--- src/rtl/imager_rx_pkg.sv ---
// ============================================================================
// Module      : imager_rx_pkg
// Description : Shared types for the imager_rx capture path.
// Revision    : 1.0 - initial release
// ============================================================================
`default_nettype none

package imager_rx_pkg;

  typedef enum logic [1:0] {
    IDLE  = 2'd0,
    ARM   = 2'd1,
    WAIT  = 2'd2,
    FRAME = 2'd3
  } state_t;

  // Per-entry markers; the FIFO word is {tag, data}.
  typedef struct packed {
    logic sof;
    logic eol;
  } entry_tag_t;

  localparam int c_TAG_W = $bits(entry_tag_t);

endpackage

`default_nettype wire

--- src/rtl/imager_rx_fifo.sv ---
// ============================================================================
// Module      : imager_rx_fifo
// Description : Synchronous first-word-fall-through FIFO with flush.
// Revision    : 1.0 - initial release
// ============================================================================
`default_nettype none

module imager_rx_fifo #(
  parameter int WIDTH      = 12,
  parameter int DEPTH_LOG2 = 4
) (
  input  logic             clk,
  input  logic             reset_n,
  input  logic             flush,
  input  logic             push,
  input  logic [WIDTH-1:0] wdata,
  input  logic             pop,
  output logic [WIDTH-1:0] rdata,
  output logic             empty,
  output logic             drop
);

  localparam int c_DEPTH = 1 << DEPTH_LOG2;
  localparam logic [DEPTH_LOG2:0] c_PTR_ONE = 1;

  logic [WIDTH-1:0]    r_mem [c_DEPTH];
  logic [DEPTH_LOG2:0] r_wr_ptr;
  logic [DEPTH_LOG2:0] r_rd_ptr;
  logic                w_full;
  logic                w_do_pop;
  logic                w_do_push;

  assign empty     = (r_wr_ptr == r_rd_ptr);
  assign w_full    = (r_wr_ptr[DEPTH_LOG2] != r_rd_ptr[DEPTH_LOG2]) &&
                     (r_wr_ptr[DEPTH_LOG2-1:0] == r_rd_ptr[DEPTH_LOG2-1:0]);
  assign w_do_pop  = pop && !empty;
  // A pop in the same cycle frees the slot being written.
  assign w_do_push = push && (!w_full || w_do_pop);
  assign drop      = push && w_full && !w_do_pop;
  assign rdata     = empty ? '0 : r_mem[r_rd_ptr[DEPTH_LOG2-1:0]];

  always_ff @(posedge clk or negedge reset_n) begin
    if (!reset_n) begin
      r_wr_ptr <= '0;
      r_rd_ptr <= '0;
    end else if (flush) begin
      r_wr_ptr <= '0;
      r_rd_ptr <= '0;
    end else begin
      if (w_do_push) r_wr_ptr <= r_wr_ptr + c_PTR_ONE;
      if (w_do_pop)  r_rd_ptr <= r_rd_ptr + c_PTR_ONE;
    end
  end

  always_ff @(posedge clk) begin
    if (w_do_push) r_mem[r_wr_ptr[DEPTH_LOG2-1:0]] <= wdata;
  end

endmodule

`default_nettype wire

--- src/rtl/imager_rx.sv ---
// ============================================================================
// Module      : imager_rx
// Description : Parallel imager (fv/lv/dat) capture with geometry measurement,
//               error flags and a valid/ready pixel stream with sof/eol.
//               Optional macro IMAGER_RX_CHECKSUM_EN adds a per-frame checksum.
// Revision    : 1.0 - initial release
// ============================================================================
`default_nettype none

module imager_rx
  import imager_rx_pkg::*;
#(
  parameter int DATA_WIDTH      = 10,
  parameter int NUM_ROWS_WIDTH  = 12,
  parameter int NUM_COLS_WIDTH  = 12,
  parameter int FIFO_DEPTH_LOG2 = 4
) (
  input  logic                      clk,
  input  logic                      reset_n,
  input  logic                      enable,
  input  logic                      clear_err,
  input  logic                      fv,
  input  logic                      lv,
  input  logic [DATA_WIDTH-1:0]     dat,
  output logic [DATA_WIDTH-1:0]     out_data,
  output logic                      out_sof,
  output logic                      out_eol,
  output logic                      out_valid,
  input  logic                      out_ready,
  output logic                      frame_done,
  output logic [NUM_ROWS_WIDTH-1:0] frame_rows,
  output logic [NUM_COLS_WIDTH-1:0] frame_cols,
  output logic [15:0]               frame_count,
  output logic [31:0]               frame_checksum,
  output logic                      line_err,
  output logic                      overflow_err
);

  localparam int c_FIFO_W = DATA_WIDTH + c_TAG_W;

  state_t                    r_state;
  logic                      r_fv_s1, r_lv_s1, r_fv_d, r_lvq_d;
  logic [DATA_WIDTH-1:0]     r_dat_s1;
  logic [NUM_COLS_WIDTH-1:0] r_col, r_ref_cols;
  logic [NUM_ROWS_WIDTH-1:0] r_row;
  logic                      r_ref_valid, r_need_sof;
  logic                      r_pend_valid, r_pend_sof;
  logic [DATA_WIDTH-1:0]     r_pend_data;

  logic w_lvq, w_fv_rise, w_fv_fall, w_start, w_pix, w_lv_fall, w_end;
  logic w_push, w_drop, w_empty, w_mismatch;
  logic [NUM_COLS_WIDTH-1:0] w_col_base, w_col_inc;
  logic [NUM_ROWS_WIDTH-1:0] w_row_inc;
  logic [c_FIFO_W-1:0]       w_wdata, w_rdata;

  assign w_lvq     = r_fv_s1 && r_lv_s1;
  assign w_fv_rise = r_fv_s1 && !r_fv_d;
  assign w_fv_fall = !r_fv_s1 && r_fv_d;
  assign w_start   = enable && (r_state == WAIT) && w_fv_rise;
  assign w_pix     = enable && w_lvq && ((r_state == FRAME) || w_start);
  // Qualified lv falls also when fv drops mid-line, closing that line.
  assign w_lv_fall = enable && (r_state == FRAME) && r_lvq_d && !w_lvq;
  assign w_end     = enable && (r_state == FRAME) && w_fv_fall;
  assign w_push    = r_pend_valid && (w_pix || w_lv_fall);
  assign w_wdata   = {r_pend_sof, w_lv_fall, r_pend_data};

  assign w_col_base = w_start ? '0 : r_col;
  assign w_col_inc  = (&w_col_base) ? w_col_base : w_col_base + NUM_COLS_WIDTH'(1);
  assign w_row_inc  = (&r_row) ? r_row : r_row + NUM_ROWS_WIDTH'(1);
  assign w_mismatch = w_lv_fall && r_ref_valid && (r_col != r_ref_cols);

  always_ff @(posedge clk or negedge reset_n) begin
    if (!reset_n) begin
      r_fv_s1  <= 1'b0;
      r_lv_s1  <= 1'b0;
      r_dat_s1 <= '0;
      r_fv_d   <= 1'b0;
      r_lvq_d  <= 1'b0;
    end else begin
      r_fv_s1  <= fv;
      r_lv_s1  <= lv;
      r_dat_s1 <= dat;
      r_fv_d   <= r_fv_s1;
      r_lvq_d  <= w_lvq;
    end
  end

  always_ff @(posedge clk or negedge reset_n) begin
    if (!reset_n) begin
      r_state      <= IDLE;
      r_col        <= '0;
      r_row        <= '0;
      r_ref_cols   <= '0;
      r_ref_valid  <= 1'b0;
      r_need_sof   <= 1'b0;
      r_pend_valid <= 1'b0;
      r_pend_sof   <= 1'b0;
      r_pend_data  <= '0;
      frame_done   <= 1'b0;
      frame_rows   <= '0;
      frame_cols   <= '0;
      frame_count  <= '0;
      line_err     <= 1'b0;
      overflow_err <= 1'b0;
    end else begin
      frame_done <= 1'b0;
      if (!enable) begin
        r_state      <= IDLE;
        r_pend_valid <= 1'b0;
      end else begin
        case (r_state)
          IDLE:    r_state <= ARM;
          ARM:     if (!r_fv_s1) r_state <= WAIT;
          WAIT:    if (w_fv_rise) r_state <= FRAME;
          FRAME:   if (w_fv_fall) r_state <= WAIT;
          default: r_state <= IDLE;
        endcase
      end

      if (w_start) begin
        r_col       <= '0;
        r_row       <= '0;
        r_ref_cols  <= '0;
        r_ref_valid <= 1'b0;
        r_need_sof  <= 1'b1;
      end
      if (w_pix) begin
        r_col        <= w_col_inc;
        r_pend_valid <= 1'b1;
        r_pend_data  <= r_dat_s1;
        r_pend_sof   <= w_start || r_need_sof;
        r_need_sof   <= 1'b0;
      end
      if (w_lv_fall) begin
        r_col        <= '0;
        r_row        <= w_row_inc;
        r_pend_valid <= 1'b0;
        if (!r_ref_valid) begin
          r_ref_valid <= 1'b1;
          r_ref_cols  <= r_col;
        end
      end

      if (w_end) begin
        frame_done  <= 1'b1;
        frame_count <= frame_count + 16'd1;
        frame_rows  <= w_lv_fall ? w_row_inc : r_row;
        if (r_ref_valid)    frame_cols <= r_ref_cols;
        else if (w_lv_fall) frame_cols <= r_col;
        else                frame_cols <= '0;
      end

      if (w_mismatch)     line_err <= 1'b1;
      else if (clear_err) line_err <= 1'b0;
      if (w_drop)         overflow_err <= 1'b1;
      else if (clear_err) overflow_err <= 1'b0;
    end
  end

`ifdef IMAGER_RX_CHECKSUM_EN
  logic [31:0] r_csum_acc;
  logic [31:0] r_csum;
  logic [31:0] w_csum_next;

  assign w_csum_next    = r_csum_acc + (w_push ? 32'(r_pend_data) : 32'd0);
  assign frame_checksum = r_csum;

  always_ff @(posedge clk or negedge reset_n) begin
    if (!reset_n) begin
      r_csum_acc <= '0;
      r_csum     <= '0;
    end else begin
      r_csum_acc <= w_start ? 32'd0 : w_csum_next;
      if (w_end) r_csum <= w_csum_next;
    end
  end
`else
  assign frame_checksum = '0;
`endif

  imager_rx_fifo #(
    .WIDTH      (c_FIFO_W),
    .DEPTH_LOG2 (FIFO_DEPTH_LOG2)
  ) u_fifo (
    .clk     (clk),
    .reset_n (reset_n),
    .flush   (!enable),
    .push    (w_push),
    .wdata   (w_wdata),
    .pop     (out_ready),
    .rdata   (w_rdata),
    .empty   (w_empty),
    .drop    (w_drop)
  );

  assign out_valid = !w_empty;
  assign out_sof   = w_rdata[c_FIFO_W-1];
  assign out_eol   = w_rdata[c_FIFO_W-2];
  assign out_data  = w_rdata[DATA_WIDTH-1:0];

endmodule

`default_nettype wire

--- config.mk ---
export PLATFORM = sky130hd
export DESIGN_NAME = imager_rx
export DESIGN_NICKNAME = d
export VERILOG_FILES = /design/src/rtl/imager_rx_pkg.sv /design/src/rtl/imager_rx_fifo.sv /design/src/rtl/imager_rx.sv
export SDC_FILE = /design/constraint.sdc
export NUM_CORES = 1
export LEC_CHECK = 0
export CORE_ASPECT_RATIO = 0.75
export CORE_MARGIN = 2
export CORE_UTILIZATION = 58
export DETAILED_ROUTE_END_ITERATION = 8
export GPL_TIMING_DRIVEN = 0
export MAX_ROUTING_LAYER = met4
export PLACE_DENSITY = 0.76
export SLEW_MARGIN = 20
export SYNTH_ARGS = -nofsm -noshare
export SYNTH_HDL_FRONTEND = slang
export SYNTH_SLANG_ARGS = --single-unit
--- constraint.sdc ---
create_clock -name clk -period 3.6 [get_ports clk]
set_input_delay 0.54 -clock clk [delete_from_list [all_inputs] [get_ports clk]]
set_output_delay 0.54 -clock clk [all_outputs]
set_load 0.01 [all_outputs]
==> results of run 1 <==
==> per-layer routing <==
layer	vias to the layer above	global-route usage, %	routed length [µm]
met3	36	3.15	1890
met5	-	-	0
met1	3992	39.1	13100
met4	0	4.64	450
met2	299	34.1	12300
li1	3571	-	-
==> cell families after synthesis <==
logic type                 count (synthesis)  share of synthesized area (%)
DFF                                      311                           66.4
and+or+nand+nor                          255                           9.83
AOI/OAI and AO/OA                        116                           6.20
buffers and inverters                     91                           3.83
muxes                                     70                           9.88
xor gates and xnor gates                  46                           3.06
adders and majority gates                  8                          0.760
other                                      1                         0.0285
==> worst max path at each step <==
stage	end	slack [ns]	startpoint
finish	out_data[1]	0.06	u_fifo.r_rd_ptr[1]
global route	out_data[5]	-0.0007	u_fifo.r_rd_ptr[0]
CTS	out_data[9]	0.01	u_fifo.r_rd_ptr[0]
detailed placement	out_eol	0.23	u_fifo.r_rd_ptr[1]
global placement	r_dat_s1[4]	-2.66	reset_n
floorplan	u_fifo.r_mem[11][0]	0.75	enable
==> repair_timing <==
action,4_1_cts,5_1_grt
pin swaps,0,2
hold buffers,1,0
hold endpoints to repair,41,0
endpoints found under the setup margin,12,13
resized for setup,19,10
==> critical path, stage by stage (launching register included) <==
cell             delay [ns]
dfrtp_1                0.56
buf_4                  0.27
buf_4                  0.25
mux4_2                 0.22
mux2i_1                0.09
a211oi_1               0.43
clkdlybuf4s50_1        0.63
==> sequential cells by signal (all words and copies together) (netlist names), 2 cells and up <==
register	cells
u_fifo.r_mem	192
frame_count	16
frame_cols	12
frame_rows	12
r_col	12
r_ref_cols	12
r_row	12
r_dat_s1	10
r_pend_data	10
u_fifo.r_rd_ptr	5
u_fifo.r_wr_ptr	5
r_state	2
==> cell usage in the layout, fill, tap and decap left out, drive strengths merged, types with 4 or more instances in the layout <==
master / instances
a211oi: 28
a21oi: 8
a221oi: 12
a22o: 12
a31oi: 4
and2: 7
and3: 14
and4: 4
buf: 58
clkbuf: 69
clkdlybuf4s50: 70
clkinv: 5
conb: 32
dfrtp: 119
edfxtp: 192
ha: 8
inv: 12
mux2i: 22
mux4: 48
nand2: 80
nand2b: 4
nand3: 22
nand4: 13
nor2: 57
nor2b: 18
nor3: 12
nor4: 10
o21ai: 36
or3: 4
xnor2: 16
xor2: 30
==> per-stage QoR <==
step / power (W) / instances / hold slack, ns / setup TNS, ns / setup WS (ns)
global placement: 0.00468 / 1294 / 0.423 / -315.32 / -2.66
detailed placement: 0.00471 / 1297 / 0.420 / 0 / 0.230
global route: 0.00806 / 1351 / 0.388 / -0.000720 / -0.000720
floorplan: 0.00443 / 929 / 0.244 / 0 / 0.755
finish: 0.00781 / 1351 / 0.378 / 0 / 0.0599
CTS: 0.00785 / 1351 / 0.367 / 0 / 0.0129
==> final cells by class <==
cell class	count	area (µm²)
Clock inverter	10	130
Multi-Input combinational cell	527	4090
Clock buffer	44	876
Fill cell	1486	6650
Tap cell	294	368
Sequential cell	311	8740
Inverter	11	41.3
Timing Repair Buffer	75	768
Buffer	79	505
==> synth_stat cells, drive strengths merged (13+ instances only) <==
library cell    n  area, µm²
nand3          22        110
xnor2          16        140
nand2          80        300
o21ai          36        180
mux4           48       1080
nand4          13       96.3
xor2           30        263
nor2           57        221
buf            55        369
mux2i          22        220
and3           14       87.6
nor2b          18        113
clkbuf         25       93.8
dfrtp         119       2980
edfxtp        192       5770
a211oi         28        215
==> power by group <==
part           total [W]  switching (W)  internal (W)
Clock            0.00318        0.00128       0.00189
Combinational   0.000404       0.000198      0.000206
Sequential       0.00423       0.000222       0.00401
Total            0.00781        0.00170       0.00611
==> results.md, run 1 <==
- Status: finished clean
- Average wire per cell in the routed design: 20.5 µm
- Power density over cell area: 503 mW/mm²
- WL final: 27700 µm
- # diodes: 0
- I/O Pins: 105
- Area of placed instances: 0.0144 mm²
- GP Congestion: 0.890
- H-Tree Level Count: 1
- Antenna viol nets, final: 0
- Buffers on Ports: 71
- Clock skew: 0.0126 ns
- Leakage power: 6.00 nW
- FF-to-FF path depth: 6
- DR vias: 7898
- FF+latch count, synth: 311
- CTS Buf Count: 29
- Max frequency: 282 MHz
- Final hold vios: 0
- YS warnings: 0
- WS Path Type: reg2out
- Iter 0 DRT Violations: 793
- Final nets: 1059
- Reg-to-reg startpoint: r_state[1]
- Crit path max fanout: 10
- Die Ht: 134 µm
- Hold Path Class: in2reg
- Synth Cell Area: 0.0132 mm²
- Total GRT Usage: 24.4%
- CTS Root Cell: clkbuf_16
- Via/cell ratio: 5.85
- Worst Hold Path EP: u_fifo.r_wr_ptr[3]
- Area grow syn2layout: 17.9%
- CP Data Arrival Time: 3.00 ns
- Vias in the first global route: 7508
- DRT Pass-1 Iters: 5
- Synth cell types: 62
- Largest net degree at the start of global routing: 79
- Worst-margin pin slew: 0.827 ns
- CTS tree: built
- Number of flops mapped to enable cells by yosys: 192
- Startpoint types: register
- Critical Path End Type: primary output
- Period minus WS final: 3.54 ns
- Layout Utilization: 70.0%
- Share of cells above drive strength 1: 17.6%
- Design area: 0.0155 mm²
- HP Start: enable
- Clock Sink Count: 311
- Worst-path clk slew: 0.07 ns
- RR Endpoint: u_fifo.r_mem[4][3]
- Most common flop cell mapped by yosys: edfxtp_1
- Core area: 0.0222 mm²
- Post-CTS setup repair buffer count: 0
- Worst Path Required: 3.06 ns
- Mapped Cells: 898
- Std-Cell Rows: 47
- GRT overflow: 0
- First-pass GRT wire length: 42700 µm
- Post-DP HPWL: 18400 µm
- Maxcap violations: 0
- Syn_area_per_cell: 14.7 µm²
- Reg2reg setup slack: 0.79 ns
- DR DRC count: 0
- Initial Util: 59.4%
- Die X-Extent: 178 µm
- IR drop worst, VDD: 493 µV
- Die area: 0.0239 mm²
- Initial antenna violation count: 0
- Slew margin rel.: 44.8%
- Sequential area share after synthesis: 66.4%
- FFs w/ async S/R, synth: 38.3%
- # setup viols final: 0
- Clock Latency Late Sink: 0.55 ns
- Max Root-Sink Buffers: 3
- Crit share post-route: 98.3%
- Worst Hold Depth: 3
- Slew Limit Fails: 0
(Power assumes the default switching activity.)
==> run 2: changes to the inputs <==
- SLEW_MARGIN: 20 -> 10
==> run 2 against run 1 <==
  * Sequential power hardly changed
  * Fmax fell by 0.67%
  * Count of clock-buffer cells in the layout fell by 9
  * Sequential cell count unchanged
  * Critical path depth up 1
  * Setup slack got worse by 0.024 ns
  * Register-to-register slack lost 0.03 ns
  * Non-clock buffer count unchanged
  * Clock skew up 0.0027 ns
  * Combinational power is essentially flat
  * Die area is the same
  * Largest cell class unchanged
==> results.md, run 2 (synthesis gave the netlist of run 1 again) <==
- Status: finished clean
- Max Root-Sink Buffers: 3
- Startpoint types: register
- Iter 0 DRT Violations: 795
- Clock Latency Late Sink: 0.55 ns
- Delay of the slowest critical-path stage: 0.57 ns
- Critical path's slowest cell: mux4_2
- Part of the power in combinational logic: 5.0%
- CTS tree: built
- Post-CTS setup repair buffer count: 0
- WS Path Type: reg2out
- CTS Root Cell: clkbuf_16
- Max frequency: 281 MHz
- Post-DP HPWL: 18500 µm
- Vias in the first global route: 7529
- Die X-Extent: 178 µm
- Clock skew: 0.0153 ns
- # setup viols final: 0
- Critical Path End Type: primary output
- Crit share post-route: 99.0%
- Maxcap violations: 0
- Crit path cell chain: buf_4 -> buf_6 -> mux4_2 -> nor2b_1 -> a211oi_2 -> a211oi_1 -> clkdlybuf4s50_1
- Area grow syn2layout: 18.7%
- Crit path max fanout: 10
- Initial antenna violation count: 0
- Largest net degree at the start of global routing: 92
- Core area: 0.0222 mm²
- Hold Path Class: in2reg
- Placed instance count: 1297
- Switching power: 0.00172 W
- Internal: 0.00637 W
- CP Data Arrival Time: 3.02 ns
- Buffers on Ports: 71
- IR drop worst, VDD: 426 µV
- GP Congestion: 0.890
- Hold_ws: 0.385 ns
- Slew margin rel.: 45.8%
- Net Sw Frac: 21.3%
- Flop pwr share: 52.4%
- H-Tree Level Count: 1
- Worst path bufs/invs: 3
- Final Non-Filler Cells: 1352
- Worst slack, placed: 0.255 ns
- Kind of cell adding the most delay to the critical path: buffers and inverters
- Worst-margin pin slew: 0.812 ns
- Slew Limit Fails: 0
- Die area: 0.0239 mm²
- Worst setup margin: 0.0362 ns
- Clock Sink Count: 311
- I/O Pins: 105
- WL final: 28000 µm
- DR vias: 7918
- GRT overflow: 0
- Final nets: 1060
- Most common cell after layout, fill and taps aside: edfxtp_1
- DR DRC count: 0
- Power density over cell area: 518 mW/mm²
- Via/cell ratio: 5.86
- Worst-path clk slew: 0.07 ns
- Std-Cell Rows: 47
- RSZ-0062 raised after global routing: no
- Worst Path Required: 3.06 ns
- Final hold vios: 0
- Period minus WS final: 3.56 ns
- Total GRT Usage: 24.5%
- DRT Pass-1 Iters: 5
- Highest-count cells in the layout ignoring fill and taps: edfxtp_1, dfrtp_1, nand2_1, clkdlybuf4s50_1, nor2_1
- Die Ht: 134 µm
- First-pass GRT wire length: 43000 µm
- Initial Util: 59.4%
- CTS Buf Count: 30
- Max FFs per register: 192
- Final setup TNS: 0 ns
- Antenna viol nets, final: 0
- Clock share of power: 42.7%
- Leakage power: 6.05 nW
- Share of cells above drive strength 1: 17.8%
- # diodes: 0
- Average wire per cell in the routed design: 20.7 µm
[run 2: cell types whose count changed in the layout (fill, tap and decap cells not counted), moves of 2 or more]
cell	previous run	this run
clkinv_2	4	6
clkbuf_1	25	21
clkbuf_4	5	1
a211oi_1	20	18
bufinv_16	3	8
a211oi_2	8	10
clkbuf_8	4	1
clkinv_1	1	6
[run 2: metal layers]
layer	share of wire [%]	routed length, µm	vias up	track usage (%)
met4	1.4	382	0	4.74
met2	45	12600	295	34.8
met3	6.9	1940	32	3.29
li1	-	-	3586	-
met1	47	13000	4005	38.8
met5	0	0	-	-
[run 2: final timing paths]
path | start | slack, ns | end | cells past startpoint
worst max-delay path | u_fifo.r_rd_ptr[0] | 0.04 | out_data[9] | 7
worst min-delay path | enable | 0.38 | r_pend_valid | 3
worst max register to register | r_state[1] | 0.76 | u_fifo.r_mem[4][11] | 6
worst min register to register | r_dat_s1[2] | 0.44 | r_pend_data[2] | 2
max in group asynchronous | reset_n | 2.40 | r_pend_data[5] | 3
min in group asynchronous | reset_n | 0.43 | frame_count[10] | 2
[run 2: repair_timing]
| item | in CTS | in global routing |
|---|---|---|
| endpoints found under the hold margin | 28 | 0 |
| setup endpoints to repair | 12 | 13 |
| pin swaps | 0 | 1 |
| resized for setup | 22 | 10 |
| hold buffers | 1 | 0 |
[run 2: power groups by stage]
stage | clock [W] | sequential [W] | combinational, W
floorplan | 0 | 0.00423 | 0.000198
global placement | 0 | 0.00429 | 0.000391
detailed placement | 0 | 0.00431 | 0.000404
CTS | 0.00349 | 0.00423 | 0.000406
global route | 0.00362 | 0.00426 | 0.000446
finish | 0.00345 | 0.00424 | 0.000403
[run 2: tightest hold or removal path, stage by stage]
cell,delay (ns)
buf_2,0.19
nand2_1,0.09
o21ai_0,0.07
[run 2: cell type report]
type | instances | area, µm²
flip-flops and latches | 311 | 8740
fillers | 1457 | 6550
multi-input cells | 527 | 4100
clock buffers | 35 | 801
repair buffers | 75 | 768
plain buffers | 79 | 507
well taps | 294 | 368
clock inverters | 20 | 293
inverters | 11 | 41.3
[run 2: stage by stage]
step | utilization, % | cell area [µm²] | total power (W)
after floorplan | - | 13300 | 0.00443
after global placement | 64.8 | 14400 | 0.00468
after detailed placement | 65.1 | 14400 | 0.00471
after CTS | 70.4 | 15600 | 0.00813
after global routing | 70.5 | 15600 | 0.00833
final | 70.5 | 15600 | 0.00809
==> run 3: changes to the inputs <==
- CORE_UTILIZATION: 58 -> 60
- DONT_BUFFER_PORTS: unset -> 1
- PLACE_DENSITY: 0.76 -> 0.73
==> run 3 against run 2 <==
  * Sequential power grew 0.9%
  * Via count shrank 3.1%
  * Largest cell class unchanged
  * Critical path depth fell by 1
==> results.md, run 3 (synthesis gave the netlist of run 1 again) <==
- Status: finished clean
- Post-DP HPWL: 18300 µm
- Final setup TNS: 0 ns
- Buffers on Ports: 0
- Switching power: 0.00166 W
- Fillers: 1453
- Delay of the slowest critical-path stage: 0.61 ns
- Worst-path clk slew: 0.06 ns
- WS Path Type: reg2out
- Critical Path End Type: primary output
- Vias in the first global route: 7321
- Internal: 0.00598 W
- Max Root-Sink Buffers: 3
- Worst path bufs/invs: 3
- Tot Pwr: 0.00764 W
- DR vias: 7669
- Part of the power in combinational logic: 3.4%
- CTS Root Cell: clkbuf_16
- Slew margin rel.: 45.7%
- Worst-margin pin slew: 0.814 ns
- Largest net degree at the start of global routing: 120
- H-Tree Level Count: 1
- Worst Path Required: 3.06 ns
- Final nets: 988
- Crit share post-route: 95.1%
- Clock Sink Count: 311
- First-pass GRT wire length: 42800 µm
- Clock skew: 0.0160 ns
- Period minus WS final: 3.42 ns
- Net Sw Frac: 21.7%
- Die Ht: 132 µm
- DR DRC count: 0
- Hold_ws: 0.0312 ns
- Std-Cell Rows: 46
- # diodes: 0
- Antenna viol nets, final: 0
- Critical path's slowest cell: a211oi_1
- Hold Path Class: in2reg
- Worst slack, placed: 0.512 ns
- DRT Pass-1 Iters: 5
- # setup viols final: 0
- Highest-count cells in the layout ignoring fill and taps: edfxtp_1, dfrtp_1, nand2_1, nor2_1, mux4_2
- IR drop worst, VDD: 354 µV
- CP Data Arrival Time: 2.88 ns
- Die X-Extent: 175 µm
- Leakage power: 5.68 nW
- CTS Buf Count: 28
- Crit path cell chain: clkbuf_1 -> buf_2 -> buf_2 -> mux4_2 -> mux2i_1 -> a211oi_1
- Initial Util: 61.7%
- Slew Limit Fails: 0
- Flop pwr share: 56.0%
- Clock Latency Late Sink: 0.54 ns
- Startpoint types: register
- Max frequency: 292 MHz
- RSZ-0062 raised after global routing: no
- CTS tree: built
- Max FFs per register: 192
- Worst setup margin: 0.176 ns
- Average wire per cell in the routed design: 21.9 µm
- Crit path max fanout: 10
- Most frequent CP cell: buf_2
- Most common cell after layout, fill and taps aside: edfxtp_1
- Core area: 0.0214 mm²
- Initial antenna violation count: 0
- Maxcap violations: 0
- GRT overflow: 0
- WL final: 27900 µm
- Clock share of power: 40.5%
- Power density over cell area: 521 mW/mm²
- Die area: 0.0232 mm²
- GP Congestion: 0.884
- Final hold vios: 0
- Area grow syn2layout: 11.4%
- Total GRT Usage: 25.2%
- Kind of cell adding the most delay to the critical path: buffers and inverters
- Layout Utilization: 68.7%
- Via/cell ratio: 6.02
- Share of cells above drive strength 1: 16.6%
- Iter 0 DRT Violations: 934
- I/O Pins: 105
run 3: cell count changes in the layout (fill, tap and decap cells not counted), sizes merged:
cell,before,now
buf,59,58
bufinv,8,5
clkbuf,59,64
clkdlybuf4s50,70,0
clkinv,12,6
clkinvlp,0,2
run 3: per-layer routing:
metal | vias to the layer above | share of wire (%) | global-route usage, %
met5 | - | 0 | -
met4 | 0 | 1.7 | 4.91
met3 | 39 | 8.8 | 4.12
met2 | 365 | 44 | 35.6
met1 | 3825 | 46 | 39.3
li1 | 3440 | - | -
run 3: power by group through the flow:
stage	Sequential, W	Combinational, W	Clock (W)
final	0.00428	0.000263	0.00310
after global routing	0.00431	0.000302	0.00328
after CTS	0.00428	0.000264	0.00313
after detailed placement	0.00436	0.000231	0
after global placement	0.00434	0.000224	0
after floorplan	0.00423	0.000198	0
run 3: worst paths after layout:
check / startpoint / endpoint / slack (ns) / depth (start not counted)
max: u_fifo.r_rd_ptr[1] / out_data[1] / 0.18 / 6
min: dat[3] / r_dat_s1[3] / 0.03 / 0
max reg2reg: r_state[1] / u_fifo.r_mem[6][10] / 0.86 / 6
min reg2reg: r_dat_s1[0] / r_pend_data[0] / 0.44 / 2
max in group asynchronous: reset_n / r_dat_s1[9] / 2.51 / 2
min in group asynchronous: reset_n / r_ref_cols[11] / 0.66 / 2
run 3: through the flow:
stage	cell area, µm²	std cells
global placement	13600	1217
CTS	14700	1273
global route	14700	1273
finish	14700	1273
detailed placement	13700	1219
floorplan	13300	929
run 3: cell type report:
type                       count  area, µm²  share of cell area (%)
buffer                        80        464                    3.16
clock buffer                  39        773                    5.27
clock inverter                13        188                    1.28
inverter                      11       41.3                   0.281
multi-input combinational    527       4050                    27.6
sequential                   311       8740                    59.6
tap                          288        360                    2.46
timing repair buffer           4       52.6                   0.358
run 3: timing repair:
action	in CTS	in global routing
setup buffers	0	0
setup endpoints to repair	0	1
gates resized for setup	0	2
endpoints found under the hold margin	119	0
hold buffers	2	0
